[config.mk]
export PLATFORM = sky130hd
export DESIGN_NAME = alu_cmd_sequencer
export DESIGN_NICKNAME = d
export VERILOG_FILES = /design/src/rtl/alu_cmd_sequencer.sv
export SDC_FILE = /design/constraint.sdc
export NUM_CORES = 1
export LEC_CHECK = 0
export ABC_AREA = 1
export CAP_MARGIN = 30
export CORE_MARGIN = 5
export CORE_UTILIZATION = 54
export DETAILED_ROUTE_END_ITERATION = 12
export HOLD_SLACK_MARGIN = 0.05
export PLACE_DENSITY = 0.81
export SETUP_SLACK_MARGIN = 0.05
export SLEW_MARGIN = 20
export SYNTH_ARGS = -nofsm -noshare
export SYNTH_HDL_FRONTEND = slang
export SYNTH_SLANG_ARGS = --single-unit
[constraint.sdc]
create_clock -name clk -period 1.8 [get_ports clk]
set_input_delay 0.36 -clock clk [delete_from_list [all_inputs] [get_ports clk]]
set_output_delay 0.36 -clock clk [all_outputs]
set_load 0.02 [all_outputs]
[src/rtl/alu_cmd_sequencer.sv]
// alu_cmd_sequencer
// Initiator-side controller for an 8-bit combinational ALU. Accepts load and
// ALU-operation commands over a valid/ready handshake, drives the ALU from
// registered operands, writes the result back into a small register file and
// returns the result plus flags over a second valid/ready handshake.
// One command is in flight at a time (IDLE -> [EXEC] -> RESP -> IDLE).
//
// Optional feature: define ALU_SEQ_STICKY_EN to add sticky zero / A>=B flags
// (ports sticky_clr, sticky_zero, sticky_c). Without the macro those ports
// and their logic are absent.

module alu_cmd_sequencer #(
    parameter int REG_AW = 2
) (
    input  logic              clk,
    input  logic              rst,
    // command channel
    input  logic              cmd_valid,
    output logic              cmd_ready,
    input  logic              cmd_load,
    input  logic [2:0]        cmd_opcode,
    input  logic [REG_AW-1:0] cmd_dst,
    input  logic [REG_AW-1:0] cmd_src_a,
    input  logic [REG_AW-1:0] cmd_src_b,
    input  logic [7:0]        cmd_imm,
    // response channel
    output logic              rsp_valid,
    input  logic              rsp_ready,
    output logic [7:0]        rsp_data,
    output logic              rsp_zero,
    output logic              rsp_c,
    output logic              rsp_carry,
    // ALU initiator side
    output logic [7:0]        alu_a,
    output logic [7:0]        alu_b,
    output logic [2:0]        alu_opcode,
    output logic              alu_carry_in,
    input  logic [7:0]        alu_result,
    input  logic              alu_carry_out,
    input  logic              alu_zero_flag,
    input  logic              alu_c_flag
`ifdef ALU_SEQ_STICKY_EN
    ,
    input  logic              sticky_clr,
    output logic              sticky_zero,
    output logic              sticky_c
`endif
);

    localparam int          NREG   = 1 << REG_AW;
    localparam logic [2:0]  OP_SUB = 3'b001;

    typedef enum logic [1:0] {
        IDLE = 2'd0,
        EXEC = 2'd1,
        RESP = 2'd2
    } state_t;

    // ------------------------------------------------------------------
    // State
    // ------------------------------------------------------------------
    state_t              state_q,     state_d;
    logic [7:0]          regs_q [NREG];
    logic [7:0]          regs_d [NREG];
    logic [REG_AW-1:0]   dst_q,       dst_d;
    logic                cmd_ready_q, cmd_ready_d;
    logic                rsp_valid_q, rsp_valid_d;
    logic [7:0]          rsp_data_q,  rsp_data_d;
    logic                rsp_zero_q,  rsp_zero_d;
    logic                rsp_c_q,     rsp_c_d;
    logic                rsp_carry_q, rsp_carry_d;
    logic [7:0]          alu_a_q,     alu_a_d;
    logic [7:0]          alu_b_q,     alu_b_d;
    logic [2:0]          alu_op_q,    alu_op_d;
    logic                alu_cin_q,   alu_cin_d;

    logic                cmd_fire;
    logic                rsp_fire;

    assign cmd_fire = cmd_valid & cmd_ready_q;
    assign rsp_fire = rsp_valid_q & rsp_ready;

    // Next-state and next-output computation for the command sequencer.
    always_comb begin
        state_d     = state_q;
        regs_d      = regs_q;
        dst_d       = dst_q;
        cmd_ready_d = cmd_ready_q;
        rsp_valid_d = rsp_valid_q;
        rsp_data_d  = rsp_data_q;
        rsp_zero_d  = rsp_zero_q;
        rsp_c_d     = rsp_c_q;
        rsp_carry_d = rsp_carry_q;
        alu_a_d     = alu_a_q;
        alu_b_d     = alu_b_q;
        alu_op_d    = alu_op_q;
        alu_cin_d   = alu_cin_q;

        case (state_q)
            IDLE: begin
                if (cmd_fire) begin
                    cmd_ready_d = 1'b0;
                    if (cmd_load) begin
                        // Loads complete immediately; flags follow the load rules.
                        regs_d[cmd_dst] = cmd_imm;
                        rsp_data_d      = cmd_imm;
                        rsp_zero_d      = (cmd_imm == 8'h00);
                        rsp_c_d         = 1'b0;
                        rsp_carry_d     = 1'b0;
                        rsp_valid_d     = 1'b1;
                        state_d         = RESP;
                    end else begin
                        // Operands are read here, before any write-back, so
                        // overlapping src/dst indices are well defined.
                        alu_a_d   = regs_q[cmd_src_a];
                        alu_b_d   = regs_q[cmd_src_b];
                        alu_op_d  = cmd_opcode;
                        alu_cin_d = (cmd_opcode == OP_SUB);
                        dst_d     = cmd_dst;
                        state_d   = EXEC;
                    end
                end
            end

            EXEC: begin
                // ALU inputs have been stable since the previous edge.
                rsp_data_d     = alu_result;
                rsp_zero_d     = alu_zero_flag;
                rsp_c_d        = alu_c_flag;
                rsp_carry_d    = alu_carry_out;
                regs_d[dst_q]  = alu_result;
                rsp_valid_d    = 1'b1;
                state_d        = RESP;
            end

            RESP: begin
                if (rsp_fire) begin
                    rsp_valid_d = 1'b0;
                    cmd_ready_d = 1'b1;
                    state_d     = IDLE;
                end
            end

            default: begin
                rsp_valid_d = 1'b0;
                cmd_ready_d = 1'b1;
                state_d     = IDLE;
            end
        endcase
    end

    // Register all sequencer state; reset discards any command or response.
    always_ff @(posedge clk) begin
        if (rst) begin
            state_q     <= IDLE;
            for (int i = 0; i < NREG; i++) begin
                regs_q[i] <= 8'h00;
            end
            dst_q       <= '0;
            cmd_ready_q <= 1'b1;
            rsp_valid_q <= 1'b0;
            rsp_data_q  <= 8'h00;
            rsp_zero_q  <= 1'b0;
            rsp_c_q     <= 1'b0;
            rsp_carry_q <= 1'b0;
            alu_a_q     <= 8'h00;
            alu_b_q     <= 8'h00;
            alu_op_q    <= 3'b000;
            alu_cin_q   <= 1'b0;
        end else begin
            state_q     <= state_d;
            regs_q      <= regs_d;
            dst_q       <= dst_d;
            cmd_ready_q <= cmd_ready_d;
            rsp_valid_q <= rsp_valid_d;
            rsp_data_q  <= rsp_data_d;
            rsp_zero_q  <= rsp_zero_d;
            rsp_c_q     <= rsp_c_d;
            rsp_carry_q <= rsp_carry_d;
            alu_a_q     <= alu_a_d;
            alu_b_q     <= alu_b_d;
            alu_op_q    <= alu_op_d;
            alu_cin_q   <= alu_cin_d;
        end
    end

    assign cmd_ready    = cmd_ready_q;
    assign rsp_valid    = rsp_valid_q;
    assign rsp_data     = rsp_data_q;
    assign rsp_zero     = rsp_zero_q;
    assign rsp_c        = rsp_c_q;
    assign rsp_carry    = rsp_carry_q;
    assign alu_a        = alu_a_q;
    assign alu_b        = alu_b_q;
    assign alu_opcode   = alu_op_q;
    assign alu_carry_in = alu_cin_q;

`ifdef ALU_SEQ_STICKY_EN
    logic sticky_zero_q, sticky_zero_d;
    logic sticky_c_q,    sticky_c_d;
    logic in_exec;

    assign in_exec = (state_q == EXEC);

    // Sticky flags: set from the ALU in EXEC only; a same-cycle set beats clear.
    always_comb begin
        sticky_zero_d = (sticky_zero_q & ~sticky_clr) | (in_exec & alu_zero_flag);
        sticky_c_d    = (sticky_c_q    & ~sticky_clr) | (in_exec & alu_c_flag);
    end

    // Sticky flag registers.
    always_ff @(posedge clk) begin
        if (rst) begin
            sticky_zero_q <= 1'b0;
            sticky_c_q    <= 1'b0;
        end else begin
            sticky_zero_q <= sticky_zero_d;
            sticky_c_q    <= sticky_c_d;
        end
    end

    assign sticky_zero = sticky_zero_q;
    assign sticky_c    = sticky_c_q;
`endif

endmodule

# Word-level counts from Yosys, hierarchy flattened
# Index checks and enable logic that the tools add are counted.
[word_totals]
register_bits = 69
input_bits = 33
output_inout_bits = 33
wordCells = 82
[op_classes]
n_lt_le_gt_ge = 6
n_eq_ne = 6
muxes = 36
bitwise = 8
n_reduce_logical = 10
[ops]
columns = ["operator", "count"]
rows = [
  ["bitwise mux 32 bit", 2],
  ["2-to-1 mux 32 bit", 2],
  ["2-to-1 mux 8 bit", 8],
  ["one-hot mux 32 bit (2 select lines)", 1],
  ["binary-select mux 8 bit (select 2 bit)", 2],
  ["demux 8 bit (select 2 bit)", 2],
  ["one-hot mux 8 bit (2 select lines)", 1],
  [">= comparator 3 bit, second input constant", 4],
  ["inverter 2 -> 3 bit", 4],
  ["AND reduction 3 bit", 4],
  ["2-to-1 mux 1 bit", 9],
  ["logical NOT 8 bit", 1],
  ["< comparator 3 x 1 -> 1 bit, second input constant", 2],
  ["2-to-1 mux 2 bit", 3],
  ["inequality test 2 bit, second input constant", 3],
  ["one-hot mux 1 bit (2 select lines)", 3],
  ["one-hot mux 1 bit (3 select lines)", 2],
  ["one-hot mux 2 bit (3 select lines)", 1],
  ["equality test 3 x 1 -> 1 bit, second input constant", 1],
  ["AND 1 bit", 2],
  ["equality test 2 x 1 -> 1 bit, second input constant", 1],
  ["equality test 2 bit, second input constant", 1],
  ["logical AND 1 bit", 2],
  ["logical NOT 2 bit", 1],
  ["3 further kinds", 4],
]

# Logic depth before layout (Yosys ltp)
# Gate-level depths: netlist of the first run.
[logic_depth]
depth_word = 9
ltp_mapped = 10
depth_no_buf = 8

# Worst setup path before layout of the first run
# No wires, ideal clock.
[synth_timing]
path_type = "register -> register"
startpoint = "register cmd_ready_q, in the netlist cmd_ready"
endpoint = "register regs_q[19] (netlist bit)"
setup_time_ns = 0.114
t_arrival_ns = 1.278
t_required_ns = 1.686
slack_ns = 0.408
path_stages_with_launch = 9
path_buffers = 1
period_less_slack_ns = 1.392
path_cell_list = "dfxtp_1 nand2_1 nand2_2 nand2_8 nor2_8 buf_6 nand2_2 nand2_2 nor2_2"
[synth_via]
elab_chain_len = 3
[synth_rtl]
columns = ["element", "line_no", "text"]
rows = [
  ["from (decl)", "66", "logic cmd_ready_q, cmd_ready_d;"],
  ["from (signal assigned)", "174", "cmd_ready_q <= cmd_ready_d;"],
  ["AND 1 bit", "80", "assign cmd_fire = cmd_valid & cmd_ready_q;"],
  ["inequality test 2 bit (no source line)", "--", ""],
  ["AND reduction 3 bit (no source line)", "--", ""],
  ["to (signal assigned)", "172", "regs_q <= regs_d;"],
  ["to (decl)", "63", "logic [7:0] regs_q [NREG];"],
]
# No other way between the ends.
# A chain may end at the register's enable or synchronous reset.

# Worst setup path after layout of the first run
[layout_timing]
startpoint = "register rsp_data_q[4], in the netlist rsp_data[4]"
endpoint = "output port rsp_data[4]"
[layout_lines]
columns = ["element", "line_no", "text"]
rows = [
  ["from (decl)", "68", "logic [7:0] rsp_data_q, rsp_data_d;"],
  ["from (signal assigned)", "176", "rsp_data_q <= rsp_data_d;"],
  ["to (decl)", "29", "output logic [7:0] rsp_data,"],
]
# No word-level cell between the ends.

==> results.tsv, run 1 <==
stage	metric	value	unit
outcome	status	complete, no violations	
logic_synthesis	yosysWarningCount	0	
critical_path	timing.critical_path.from	rsp_data[4]	
route	wl_met2	5370	um
logic_synthesis	post_synth_num_cell_types	24	
route	post_drt_wl_per_cell	13.8	um
route	drt_pass1_iterations	5	
logic_synthesis	syn-mean-instance-area	6.17	um^2
critical_path	cp.buffers_inverters	1	
logic_synthesis	synthDominantAreaCellType	sky130_fd_sc_hd__dfxtp_1	
job	max-cap-violations	0	
critical_path	worstSetupEndpointType	output pin	
die	die_w	95.7	um
min_path	hold_startpoint	alu_carry_in	
logic_synthesis	synth_top_cells_by_area	sky130_fd_sc_hd__dfxtp_1 35%, sky130_fd_sc_hd__nor2_1 21%, sky130_fd_sc_hd__nand2_1 14%, sky130_fd_sc_hd__o21ai_0 5.8%, sky130_fd_sc_hd__nand3_1 4.4%	
global_routing	grt_pass1_vias	3945	
critical_path	path_max_fanout	2	
final_layout	final_layout_size_suffix_gt1_share	9.38	%
route	drt_drc_violations_left	0	
route	detailed_route_wire_length_on_metal_1	4820	um
logic_synthesis	synth_seq_area_share	34.8	%
critical_path	critPathRequiredTime	1.44	ns
global_routing	grt_first_pass_wirelength	18800	um
logic_synthesis	ys_ff_latch	69	
logic_synthesis	mapped_area	3970	um^2
power	peak_supply_drop	0.521	mV
logic_synthesis	share_of_the_synthesized_area_in_the_top_cell_type	34.8	%
sta	setup_viol	0	
min_path	worstHoldPathType	flip-flop to flip-flop	
clocking	clock_insertion_delay_worst_skew	0.35	ns
clocking	max-clock-path-buffers	2	
route	dr_wl_met3	795	um
sta	final.setup.tns	0	ns
logic_synthesis	synth-edff-count	0	
route	top_signal_layer_used	met4	
die	floorplan.core_area	7210	um^2
sta	transition_at_the_pin_with_the_smallest_max_transition_slack	0.556	ns
route	drtAntennaViolNets	0	
final_layout	n_antenna_cell	0	
sta	slew_headroom	62.8	%
die	die_y	95.7	um
route	via_count	4260	
final_layout	final_core_utilization	69.2	%
logic_synthesis	ys_dominant_reg_cell	sky130_fd_sc_hd__dfxtp_1	
critical_path	worst-setup-path-type	flip-flop to output pin	
global_routing	grt_start_max_net_pins	43	
clocking	clockRootBuffer	sky130_fd_sc_hd__clkbuf_8	
route	postRouteWirelength	11200	um
sta	final_max_slew_viol_count	0	
critical_path	critical-path-top-delay-family	buffers and inverters	
final_layout	finalNetCount	742	
sta	final.hold.worst_slack	0.464	ns
power	power.density	869	nW/um^2
clocking	clkSinkCount	69	
route	detailedRoute.firstIterationViolations	316	
critical_path	rr_startpoint	state_q[0]	
clocking	post_cts_buffers	0	
logic_synthesis	post_synth_most_frequent_cells	219 x sky130_fd_sc_hd__nor2_1, 146 x sky130_fd_sc_hd__nand2_1, 69 x sky130_fd_sc_hd__dfxtp_1	
die	fp-row-count	31	
die	io_pins	66	
die	initial_utilization	55.0	%
sta	hold_viol_final	0	
placed_design	globalplace.congestion	0.926	
critical_path	master_of_the_slowest_instance_on_the_critical_path	sky130_fd_sc_hd__clkdlybuf4s50_1	
sta	clock_skew	0.00849	ns
logic_synthesis	synth_fp_nets	676	
placed_design	numPortBuffers	65	
clocking	cts_tree	done	
global_routing	groute.usage.overall	26.2	%
clocking	h-tree-depth	3	
logic_synthesis	asyncSetResetFlopFracSynth	0	%
clocking	numCtsBuffers	9	
global_routing	grt_overflow_total	0	
die	floorplan.die_area	9170	um^2
sta	rsz0062_at_grt	no	
sta	timing.fmax	598	MHz
sta	final.setup.worst_slack	0.128	ns
critical_path	timing.critical_path.cells	clkdlybuf4s50_1	
sta	min_period	1.67	ns
placed_design	detailedPlacementHpwl	8130	um
logic_synthesis	synthMostInstantiatedCell	sky130_fd_sc_hd__nor2_1	
clocking	worst_setup_hold_path_clk_slew	0.08	ns
critical_path	crit_path_start_kind	flip-flop	
critical_path	cp.arrival	1.31	ns
critical_path	max_stage_delay	0.61	ns
logic_synthesis	netlist_instances	643	
sta	period_share	92.9	%
placed_design	placement.setup.worst_slack	-0.201	ns
power	power.leakage	0.00216	uW
route	via_per_inst	5.24	
global_routing	grt_antenna_before_repair	0	
final_layout	area.growth.synth_to_final	25.7	%
-- metrics by stage --
step	std cells	instance area [um^2]	power, uW
floorplan	643	3970	2590
global placement	796	4780	3040
detailed placement	796	4780	3070
CTS	812	4970	4340
global route	813	4990	4570
finish	813	4990	4340
-- state kept, by name, summed over array words and instances (netlist names) --
signal and count:
alu_a 8, alu_b 8, alu_carry_in 1, alu_opcode 3
cmd_ready 1, dst_q 2, regs_q 32, rsp_c 1
rsp_carry 1, rsp_data 8, rsp_valid 1, rsp_zero 1
state_q 2
-- worst paths after layout --
kind,to,slack (ns),cells past startpoint
worst max-delay path,rsp_data[4],0.13,1
worst min-delay path,alu_carry_in,0.46,2
worst max register to register,regs_q[17],0.18,8
worst min register to register,alu_carry_in,0.46,2
-- final cells by class --
type	count	area, um^2
tap	99	124
fill	647	2220
sequential	69	1380
inverter	26	100
multi-input combinational	512	2290
timing repair buffer	91	902
clock inverter	7	72.6
clock buffer	9	124
-- power by group --
group	leakage [uW]	internal (uW)	switching, uW
clock network	0.0000960	644	640
registers	0.000564	1680	101
logic	0.00150	522	751
-- cell usage in the layout, fill, tap and decap left out, types with 3 or more instances in the layout --
cell type,Yosys,routed
sky130_fd_sc_hd__o211ai_1,17,17
sky130_fd_sc_hd__nand2_2,7,8
sky130_fd_sc_hd__buf_12,0,4
sky130_fd_sc_hd__dfxtp_1,69,69
sky130_fd_sc_hd__o21ai_0,46,46
sky130_fd_sc_hd__a21oi_1,24,24
sky130_fd_sc_hd__nor2_1,219,219
sky130_fd_sc_hd__nor2_2,4,4
sky130_fd_sc_hd__nand2_4,3,3
sky130_fd_sc_hd__nor2_8,4,4
sky130_fd_sc_hd__inv_1,23,23
sky130_fd_sc_hd__buf_4,1,21
sky130_fd_sc_hd__clkbuf_8,0,9
sky130_fd_sc_hd__clkdlybuf4s50_1,0,64
sky130_fd_sc_hd__nand2_1,146,145
sky130_fd_sc_hd__nand3_1,35,35
-- worst reg2reg max path: stages (launching register included) --
cell and delay, ns:
sky130_fd_sc_hd__dfxtp_1 0.40, sky130_fd_sc_hd__buf_4 0.22, sky130_fd_sc_hd__nand2_8 0.11, sky130_fd_sc_hd__nand2_4 0.10, sky130_fd_sc_hd__nand2_8 0.14, sky130_fd_sc_hd__nor2_8 0.28
sky130_fd_sc_hd__nand2_1 0.13, sky130_fd_sc_hd__nand2_1 0.09, sky130_fd_sc_hd__nor2_1 0.04
-- kinds of logic (layout without fill, tap and decap cells) --
group / count (synthesis) / count (layout) / synth area share, %
AOI/OAI and AO/OA: 87 / 87 / 12.0
buffers and inverters: 63 / 133 / 7.91
DFF: 69 / 69 / 34.8
and+or+nand+nor: 424 / 425 / 45.3
-- repair_timing --
action / in CTS / in global routing
hold buffers: 0 / 0
gates resized for setup: 0 / 3
endpoints found under the setup margin: 0 / 6
hold endpoints to repair: 0 / 0
-- metal layers --
layer	track usage (%)	vias to the layer above
met5	0	-
met2	43.4	203
li1	-	2165
met1	34.5	1872
met4	9.95	0
met3	3.67	20
(Power assumes the default switching activity.)
==> run 2, diff against run 1 <==
--- a/config.mk
+++ b/config.mk
@@ -11,7 +11,7 @@
 export CORE_UTILIZATION = 54
 export DETAILED_ROUTE_END_ITERATION = 12
 export HOLD_SLACK_MARGIN = 0.05
-export PLACE_DENSITY = 0.81
+export PLACE_DENSITY = 0.93
 export SETUP_SLACK_MARGIN = 0.05
 export SLEW_MARGIN = 20
 export SYNTH_ARGS = -nofsm -noshare
==> constraint.sdc (replaced) <==
create_clock -name clk -period 1.8 [get_ports clk]
set_input_delay 0.36 -clock clk [delete_from_list [all_inputs] [get_ports clk]]
set_output_delay 0.36 -clock clk [all_outputs]
set_load 0.1 [all_outputs]
==> results.tsv, run 2 (same netlist as run 1, synthesis figures left out) <==
stage	metric	value	unit
sta	period_share	91.8	%
power	power_frac_comb	39.3	%
sta	transition_at_the_pin_with_the_smallest_max_transition_slack	0.432	ns
job	max-cap-violations	0	
final_layout	largest_reg_flops	32	
global_routing	grt_pass1_vias	4425	
critical_path	critical-path-top-delay-family	simple AND/OR/NAND/NOR gates	
clocking	worst_setup_hold_path_clk_slew	0.08	ns
die	fp-row-count	31	
die	floorplan.core_area	7210	um^2
final_layout	area.growth.synth_to_final	33.9	%
sta	final_max_slew_viol_count	0	
final_layout	n_antenna_cell	0	
final_layout	finalNetCount	741	
global_routing	groute.usage.overall	28.2	%
critical_path	cp_num_cells	9	
final_layout	mostFrequentLayoutCells	218 x sky130_fd_sc_hd__nor2_1, 145 x sky130_fd_sc_hd__nand2_1, 68 x sky130_fd_sc_hd__dfxtp_1, 46 x sky130_fd_sc_hd__o21ai_0, 37 x sky130_fd_sc_hd__buf_12	
final_layout	layout.cells.most_common	sky130_fd_sc_hd__nor2_1	
placed_design	globalplace.congestion	0.975	
power	power.density	965	nW/um^2
die	floorplan.die_area	9170	um^2
critical_path	cp.buffers_inverters	2	
clocking	cts-hold-fix-buffers	0	
route	drt_drc_violations_left	0	
final_layout	largest_register	regs_q	
power	sw_frac_of_total	41.0	%
critical_path	path_max_fanout	16	
power	power.leakage	0.00231	uW
sta	timing.fmax	605	MHz
global_routing	grt_first_pass_wirelength	20200	um
route	postRouteWirelength	12500	um
clocking	numCtsBuffers	9	
route	drt_pass1_iterations	6	
power	peak_supply_drop	0.704	mV
placed_design	placedCellCount	795	
global_routing	grt_start_max_net_pins	35	
sta	hold_viol_final	0	
route	drtAntennaViolNets	0	
sta	final.setup.tns	0	ns
outcome	status	complete, no violations	
critical_path	cp_common_cell	sky130_fd_sc_hd__nand2_1	
power	clock_power_share	24.9	%
global_routing	grt_antenna_before_repair	0	
sta	rsz0062_at_grt	no	
power	power.sequential.fraction	35.8	%
final_layout	final_cell_count_no_fill	812	
die	die_w	95.7	um
route	post_drt_wl_per_cell	15.4	um
final_layout	fill_cells	522	
critical_path	cp.arrival	1.91	ns
critical_path	timing.critical_path.cells	clkdlybuf4s50_1, inv_1, nand2_1, nand2_1, nand2_1, nor2_8, nand2_1, nand2_1, nor2_1	
route	via_count	4645	
sta	clock_skew	0.0115	ns
die	die_y	95.7	um
critical_path	crit_path_start_kind	input pin	
critical_path	worst-r2r-cell-count	7	
critical_path	worst-setup-path-type	input pin to flip-flop	
sta	slew_headroom	71.1	%
die	io_pins	66	
placed_design	detailedPlacementHpwl	8430	um
clocking	h-tree-depth	3	
placed_design	numPortBuffers	65	
clocking	clockRootBuffer	sky130_fd_sc_hd__clkbuf_8	
critical_path	cp-endpoint	regs_q[30]	
final_layout	final_layout_size_suffix_gt1_share	14.2	%
clocking	clock_insertion_delay_worst_skew	0.35	ns
min_path	worstHoldPathType	flip-flop to flip-flop	
power	total_switching_power	2100	uW
sta	final.setup.worst_slack	0.147	ns
critical_path	rr_startpoint	state_q[1]	
critical_path	worst-r2r-setup-slack	0.15	ns
route	via_per_inst	5.72	
clocking	cts_tree	done	
critical_path	worstSetupEndpointType	flip-flop	
sta	min_period	1.65	ns
clocking	max-clock-path-buffers	2	
critical_path	crit-reg2reg-capture	regs_q[15]	
sta	setup_viol	0	
power	power_report.internal_total	3030	uW
critical_path	timing.critical_path.from	cmd_dst[0]	
route	detailedRoute.firstIterationViolations	688	
critical_path	critPathRequiredTime	2.06	ns
critical_path	master_of_the_slowest_instance_on_the_critical_path	sky130_fd_sc_hd__clkdlybuf4s50_1	
clocking	clkSinkCount	69	
die	initial_utilization	55.0	%
placed_design	placement.setup.worst_slack	-0.103	ns
critical_path	max_stage_delay	0.55	ns
global_routing	grt_overflow_total	0	
[run 2: repair_timing]
action / CTS / global route
buffers inserted: 0 / 0
setup endpoints to repair: 0 / 19
gates resized for setup: 0 / 3
[run 2: area by class of cell]
| cell class | count | area, um^2 | area share (%) |
|---|---|---|---|
| flip-flops and latches | 69 | 1380 | 26.0 |
| well taps | 99 | 124 | 2.33 |
| clock inverters | 7 | 72.6 | 1.36 |
| multi-input cells | 512 | 2300 | 43.2 |
| repair buffers | 90 | 1220 | 22.9 |
| clock buffers | 9 | 124 | 2.33 |
| inverters | 26 | 100 | 1.88 |
[run 2: per-stage QoR]
stage / hold WS [ns] / instance area [um^2] / utilization (%) / total power, uW
4_1_cts: 0.491 / 5300 / 73.4 / 5100
6_report: 0.490 / 5320 / 73.7 / 5130
3_5_place_dp: 0.474 / 5100 / 70.7 / 3840
3_3_place_gp: 0.466 / 5100 / 70.7 / 3780
2_1_floorplan: 0.429 / 3970 / - / 3120
5_1_grt: 0.511 / 5320 / 73.7 / 5350
[run 2: power by group through the flow]
stage / combinational (uW) / clock [uW] / sequential [uW]
final: 2020 / 1280 / 1840
after CTS: 1990 / 1280 / 1830
after floorplan: 686 / 0 / 2430
after global routing: 2130 / 1360 / 1850
after global placement: 1920 / 0 / 1860
after detailed placement: 1970 / 0 / 1870
[run 2: how the worst min path moves through the flow]
stage	from	end	slack, ns	cells after the start
global placement	regs_q[17]	regs_q[17]	0.47	2
finish	regs_q[7]	regs_q[7]	0.49	2
detailed placement	regs_q[7]	regs_q[7]	0.47	2
CTS	regs_q[7]	regs_q[7]	0.49	2
global route	regs_q[7]	regs_q[7]	0.51	2
floorplan	rst	alu_carry_in	0.43	1
[run 2: layer usage]
metal	global-route usage [%]	routed length [um]	up-vias
li1	-	-	2168
met3	6.49	1190	80
met4	14.6	639	0
met2	47.9	6050	303
met1	33.0	4590	2094
met5	0	0	-
[run 2: worst register-to-register path, stage by stage (launching register included)]
cell	delay, ns
sky130_fd_sc_hd__dfxtp_1	0.40
sky130_fd_sc_hd__nor2_4	0.30
sky130_fd_sc_hd__buf_4	0.32
sky130_fd_sc_hd__nor2_1	0.10
sky130_fd_sc_hd__nor2_1	0.22
sky130_fd_sc_hd__nand2_1	0.09
sky130_fd_sc_hd__nand2_1	0.07
sky130_fd_sc_hd__nor2_1	0.04
